<file path="src/rtl/num2str.sv">
// Binary integer to null-terminated ASCII decimal string, one character per clock.
// Digits are generated least significant first onto a small stack, then emitted most significant first.
//
// state  | meaning
// -------+--------------------------------------------------------------
// IDLE   | Ready high, waiting for Start
// INIT   | latch sign and magnitude every cycle until Start drops
// DIVIDE | push magnitude mod 10, divide by 10, until quotient is zero
// SIGN   | write '-' if negative, otherwise one empty cycle
// EMIT   | pop and write one ASCII digit per cycle
// TERM   | write the 0x00 terminator
module num2str #(
  parameter int WIDTH  = 16,
  parameter int DIGITS = 5,
  parameter int ADDR_W = 8
) (
  input  logic              Clk,
  input  logic              Rst,
  input  logic              Start,
  input  logic [WIDTH-1:0]  Num,
  input  logic              Signed,
  output logic              Ready,
  output logic              WrStr,
  output logic [ADDR_W-1:0] StrAddr,
  output logic [7:0]        StrData
);

  localparam int CNT_W = $clog2(DIGITS + 1);
  localparam logic [WIDTH-1:0] TEN = WIDTH'(10);

  typedef enum logic [2:0] {
    S_IDLE, S_INIT, S_DIVIDE, S_SIGN, S_EMIT, S_TERM
  } state_t;

  state_t state, state_nxt;

  logic             neg;
  logic [WIDTH-1:0] mag;
  logic [CNT_W-1:0] count;
  logic [3:0]       stk [DIGITS];

  logic [WIDTH-1:0] quot;
  logic [3:0]       digit;
  logic [CNT_W-1:0] top_idx;
  logic             num_neg;

  assign quot    = mag / TEN;
  assign digit   = 4'(mag % TEN);
  assign top_idx = count - CNT_W'(1);
  assign num_neg = Signed & Num[WIDTH-1];

  always_ff @(posedge Clk or negedge Rst) begin
    if (!Rst) state <= S_IDLE;
    else      state <= state_nxt;
  end

  always_comb begin
    state_nxt = state;
    case (state)
      S_IDLE:   if (Start) state_nxt = S_INIT;
      S_INIT:   if (!Start) state_nxt = S_DIVIDE;
      S_DIVIDE: if (quot == '0) state_nxt = S_SIGN;
      S_SIGN:   state_nxt = S_EMIT;
      S_EMIT:   if (count == CNT_W'(1)) state_nxt = S_TERM;
      S_TERM:   state_nxt = S_IDLE;
      default:  state_nxt = S_IDLE;
    endcase
  end

  always_comb begin
    Ready   = 1'b0;
    WrStr   = 1'b0;
    StrData = 8'h00;
    case (state)
      S_IDLE: Ready = 1'b1;
      S_SIGN: if (neg) begin
        WrStr   = 1'b1;
        StrData = 8'h2D;
      end
      S_EMIT: begin
        WrStr   = 1'b1;
        StrData = 8'h30 + {4'h0, stk[top_idx]};
      end
      S_TERM: WrStr = 1'b1;
      default: ;
    endcase
  end

  // Two's-complement negate of the most negative value yields the correct unsigned magnitude.
  always_ff @(posedge Clk or negedge Rst) begin
    if (!Rst) begin
      neg     <= 1'b0;
      mag     <= '0;
      count   <= '0;
      StrAddr <= '0;
      for (int i = 0; i < DIGITS; i++) stk[i] <= 4'h0;
    end else begin
      case (state)
        S_INIT: begin
          neg     <= num_neg;
          mag     <= num_neg ? -Num : Num;
          count   <= '0;
          StrAddr <= '0;
        end
        S_DIVIDE: begin
          stk[count] <= digit;
          mag        <= quot;
          count      <= count + CNT_W'(1);
        end
        S_SIGN: if (neg) StrAddr <= StrAddr + ADDR_W'(1);
        S_EMIT: begin
          count   <= count - CNT_W'(1);
          StrAddr <= StrAddr + ADDR_W'(1);
        end
        default: ;
      endcase
    end
  end

endmodule

</file>
<file path="config.mk">
export PLATFORM = sky130hd
export DESIGN_NAME = num2str
export DESIGN_NICKNAME = d
export VERILOG_FILES = /design/src/rtl/num2str.sv
export SDC_FILE = /design/constraint.sdc
export NUM_CORES = 1
export LEC_CHECK = 0
export ABC_CLOCK_PERIOD_IN_PS = 5150
export CAP_MARGIN = 20
export CORE_UTILIZATION = 40
export DETAILED_ROUTE_END_ITERATION = 10
export PLACE_DENSITY = 0.57
export SYNTH_ARGS = -nofsm -noshare
export SYNTH_HDL_FRONTEND = slang
export SYNTH_SLANG_ARGS = --single-unit
</file>
<file path="constraint.sdc">
create_clock -name Clk -period 5.15 [get_ports Clk]
set_input_delay 1.03 -clock Clk [delete_from_list [all_inputs] [get_ports Clk]]
set_output_delay 1.03 -clock Clk [all_outputs]
set_load 0.005 [all_outputs]
</file>
# Word-level counts from Yosys, hierarchy flattened
# Index checks and enable logic that the tools add are counted.
[totals] word_cells=64 reg_bits=51
[op_classes] add_sub_neg=5 n_eq_ne=11 reduce_logical=9 muxes=21 n_bitwise=3 magnitude_cmp=3 div=2
[op_table] cell="$pmux 16 s2" count=1
[op_table] cell="$pmux 8 s3" count=1
[op_table] cell="$bwmux 20" count=1
[op_table] cell="$div 16x4->16 const B" count=1
[op_table] cell="$logic_not 16->1" count=1
[op_table] cell="$mod 16x4->16 const B" count=1
[op_table] cell="$mux 16" count=1
[op_table] cell="$neg 16->16" count=1
[op_table] cell="$pmux 3 s5" count=1
[op_table] cell="$pmux 7 s2" count=1
[op_table] cell="$bmux 4 s3" count=1
[op_table] cell="$demux 4 s3" count=1
[op_table] cell="$mux 3" count=4
[op_table] cell="$mux 4" count=3
[op_table] cell="$ne 2x2->1 const B" count=5
[op_table] cell="$pmux 3 s3" count=1
[op_table] cell="$add 8x1->8 const B" count=1
[op_table] cell="$ge 4x4->1 const B" count=2
[op_table] cell="$mux 8" count=1
[op_table] cell="$not 3->4" count=2
[op_table] cell="$add 6x4->7 const A" count=1
[op_table] cell="$eq 3x1->1 const B" count=2
[op_table] cell="$eq 3x2->1 const B" count=2
[op_table] cell="$eq 3x3->1 const B" count=2
[op_table] cell="other kinds (14)" count=16

# Depth between registers and ports, before layout
[depth] word_depth=7 ltp_mapped=22 mapped_depth_nobuf=16

# Worst setup path after synthesis
# OpenSTA, ideal clock, no wires.
[synth_timing] path_kind="register -> register" from="register mag[10]" to="register stk[17] (netlist name)" stages_incl_launch_ff=20 setup_ps=66 arrival_ps=4204 period_less_slack_ps=4270 slack_ps=880 cell_sequence="dfrtp_1 > buf_6 > buf_2 > o21ai_1 > a21oi_1 > nor4_2 > o21ai_2 > a21oi_4 > mux2_4 > o22ai_2 > buf_4 > nor4_2 > a221o_1 > a211oi_4 > nand2_2 > a221o_1 > and3b_4 > nand2b_4 > a221oi_4 > mux2_2"
[synth_between] elab_chain_len=2
[synth_rtl] element="start: declaration" line="38" rtl="logic [WIDTH-1:0] mag;"
[synth_rtl] element="start signal: assignment" line="101" rtl="mag <= num_neg ? -Num : Num;"
[synth_rtl] element="start signal: assignment" line="107" rtl="mag <= quot;"
[synth_rtl] element="$mod 16x4->16" line="48" rtl="assign digit = 4'(mag % TEN);"
[synth_rtl] element="$bwmux 20" line="106" rtl="stk[count] <= digit;"
[synth_rtl] element="end signal: indexed assignment" line="106"
[synth_rtl] element="end: declaration" line="40" rtl="logic [3:0] stk [DIGITS];"
# No other way between the ends.
# A chain may end at the register's enable or synchronous reset.

# Final worst setup path
[layout_timing] from="register mag[15]" to="register stk[11] (netlist name)"
# The elaborated chain is that of the path after synthesis.

==> impl_metrics.ini <==
[layout]
nNetsFinal = 660
n_fill_cell = 1208
drive_gt1_share_pct = 17.1
fin_cells = 804
num_antenna_cells = 0
areaGrowthSynthToFinish_pct = 15.0

[yosys]
synthAdderAreaFrac_pct = 1.88
synth_enable_flop_cells = 0
synth_flop_cell = dfrtp_1
ys_seq_elements = 51
synth_top_area_share_pct = 25.6
yosysSeqAreaShare_pct = 25.6
synth_cells = 609
synth_xor_area_share_pct = 5.21
synth_top_family_by_area = compound AO/OA/AOI/OAI gates
netlist_area_sq_um = 4990
yosys_warnings = 0
synth_compound_area_share_pct = 29.0
muxShareOfSynthArea_pct = 7.09
async_reset_ff_share_pct = 100
synth.area.top_cells = dfrtp_1, nor2_1, o21ai_0, nand2_1, mux2_2
ys_types = 101
yosys.area_share.simple_pct = 24.0
synth_top_cell_by_area = dfrtp_1
syn_avg_cell_area_sq_um = 8.20

[clock_network]
cts-htree-levels = 2
cts_tree = yes
insertion_delay_ns = 0.29
clk_pin_slew_ns = 0.07
numCtsBuffers = 5
clock-sinks = 51
cts.path.max_buffers = 2
clockRootBuffer = clkbuf_16

[sta]
slew_violations = 0
relSlewSlack_pct = 25.6
max_slew.worst_pin.slew_ns = 1.11
fmax_mhz = 205
final-hold-violation-count = 0
skew_ns = 0.00549
rsz0062_at_grt = no
layout_min_cycle_time_ns = 4.88
finalSetupViolations = 0
fin_crit_sh_pct = 94.7

[floorplan]
row_count = 40
core_area_sq_um = 12100
io_pins = 38
die_area_sq_um = 12900
start_util_pct = 41.2
dieWidth_microns = 114
fp.dieH_microns = 114

[routing]
wl_met3_microns = 654
wl_per_cell_microns = 16.8
first_pass_iters = 5
drt-met1-wl_microns = 6020
drc = 0
top_layer = met4
routed_wl_microns = 13500
met2_length_microns = 6580
via_count = 4809
vias_per_cell = 5.98
first_iter_violations = 366
antenna_left = 0

[global_routing]
gr-usage-all-layers_pct = 21.6
gr-total-overflow = 0
antenna_found_initial = 0
grt_pass1_vias = 4633
grt_max_degree = 52
grt_pass1_wl_microns = 22700

[run]
maxCapViolations = 0

[critical_path]
path_cells = buf_4 -> and3b_1 -> o31ai_1 -> nor2_1 -> a21oi_2 -> a21oi_4 -> buf_4 -> o21ai_2 -> o22ai_2 -> buf_12 -> nor4_2 -> a221o_1 -> a211oi_4 -> maj3_2 -> a221o_1 -> o31a_2 -> and2b_1 -> a21oi_2 -> a21oi_1
cp.arrival_ns = 5.00
worst-setup-path-type = reg2reg
path_max_fanout = 12
critPathTopFamily = compound AO/OA/AOI/OAI gates
critical_path.max_stage_delay_ns = 0.52
end_kind = register
critPathLaunchType = register
cp_num_buf_inv = 3
crit_required_ns = 5.27
crit_slowest_cell = dfrtp_1

[placement]
hpwl_microns = 9870
gp_congestion = 0.946
portBuffers = 35
dp.cells = 794

[hold_path]
hold_path_class = reg2reg

[run_status]
status = complete, no violations
-- logic make-up after synthesis --
group / Yosys count
xor gates and xnor gates: 28
and+or+nand+nor: 231
adders and majority gates: 8
DFF: 51
buffers and inverters: 69
AOI/OAI and AO/OA: 194
other: 1
muxes: 27
-- cell usage in the layout, fill, tap and decap left out, types with 6 or more instances in the layout --
master,count
o22ai_1,7
buf_4,28
a21oi_1,29
nand2b_1,11
o21ai_0,44
xnor2_1,13
inv_1,18
nand4_1,8
nand2_1,56
a211oi_1,6
mux2_2,15
nor2b_1,9
a21o_1,6
dfrtp_1,49
nor2_1,59
a221o_1,6
and3_1,6
xor2_1,13
nor3_1,22
clkdlybuf4s50_1,34
nand3_1,15
o31ai_1,6
a31oi_1,6
and2_1,6
a22oi_1,9
-- routing by layer --
metal / global-route usage (%) / up-vias
met5: 0 / -
met4: 6.58 / 0
met3: 3.08 / 26
met2: 37.6 / 165
met1: 27.7 / 2306
li1: - / 2312
-- layout make-up --
type | count | area (sq um) | area share, %
multi-input cells | 490 | 3390 | 59.0
flip-flops and latches | 51 | 1280 | 22.3
repair buffers | 67 | 612 | 10.7
well taps | 168 | 210 | 3.66
clock buffers | 6 | 139 | 2.42
inverters | 20 | 75.1 | 1.31
clock inverters | 2 | 38.8 | 0.676
-- metrics by stage --
stage / TNS (ns) / area [sq um] / utilization, % / hold slack, ns / worst slack [ns]
3_3_place_gp: 0 / 5510 / 45.5 / 0.484 / 0.0520
6_report: 0 / 5740 / 47.4 / 0.503 / 0.274
2_1_floorplan: 0 / 5000 / - / 0.467 / 0.880
3_5_place_dp: -0.181 / 5520 / 45.6 / 0.487 / -0.0463
5_1_grt: 0 / 5740 / 47.4 / 0.525 / 0.0105
4_1_cts: 0 / 5700 / 47.1 / 0.503 / 0.0792
-- worst paths after layout --
check | from | endpoint | slack, ns | cells after the start
min | stk[13]$_DFFE_PN0P_ | stk[13]$_DFFE_PN0P_ | 0.50 | 1
min in group asynchronous | Rst | stk[18]$_DFFE_PN0P_ | 0.84 | 2
max in group asynchronous | Rst | mag[11]$_DFFE_PN0P_ | 3.79 | 2
max | mag[15]$_DFFE_PN0P_ | stk[11]$_DFFE_PN0P_ | 0.27 | 19
max reg2reg | mag[15]$_DFFE_PN0P_ | stk[11]$_DFFE_PN0P_ | 0.27 | 19
min reg2reg | stk[13]$_DFFE_PN0P_ | stk[13]$_DFFE_PN0P_ | 0.50 | 1
-- what timing repair did --
item,CTS,global route
resized for setup,1,12
setup endpoints to repair,5,17
hold buffers,0,0
buffers inserted,0,1
pin swaps,0,3
-- registers in the layout, indices dropped and copies added (netlist names) --
signal / count
StrAddr: 8
count: 3
mag: 16
neg: 1
state: 3
stk: 20
-- cell usage after synthesis, types with 6 or more instances --
cell type,n
dfrtp_1,51
buf_4,12
nor3_1,22
o21ai_0,44
o31ai_1,7
buf_2,9
a21o_1,6
nand2b_1,11
nand3_1,15
clkbuf_1,20
nand2_1,56
nor2b_1,9
a21oi_1,29
and3_1,6
xor2_1,13
a22oi_1,9
and2_1,7
buf_6,6
a221o_1,6
a31oi_1,6
a211oi_1,6
inv_1,18
o22ai_1,7
mux2_2,15
nor2_1,59
nand4_1,8
xnor2_1,13
Power is not shown: default switching activity piles up to over one toggle a cycle in this logic, so the estimate is an artifact.
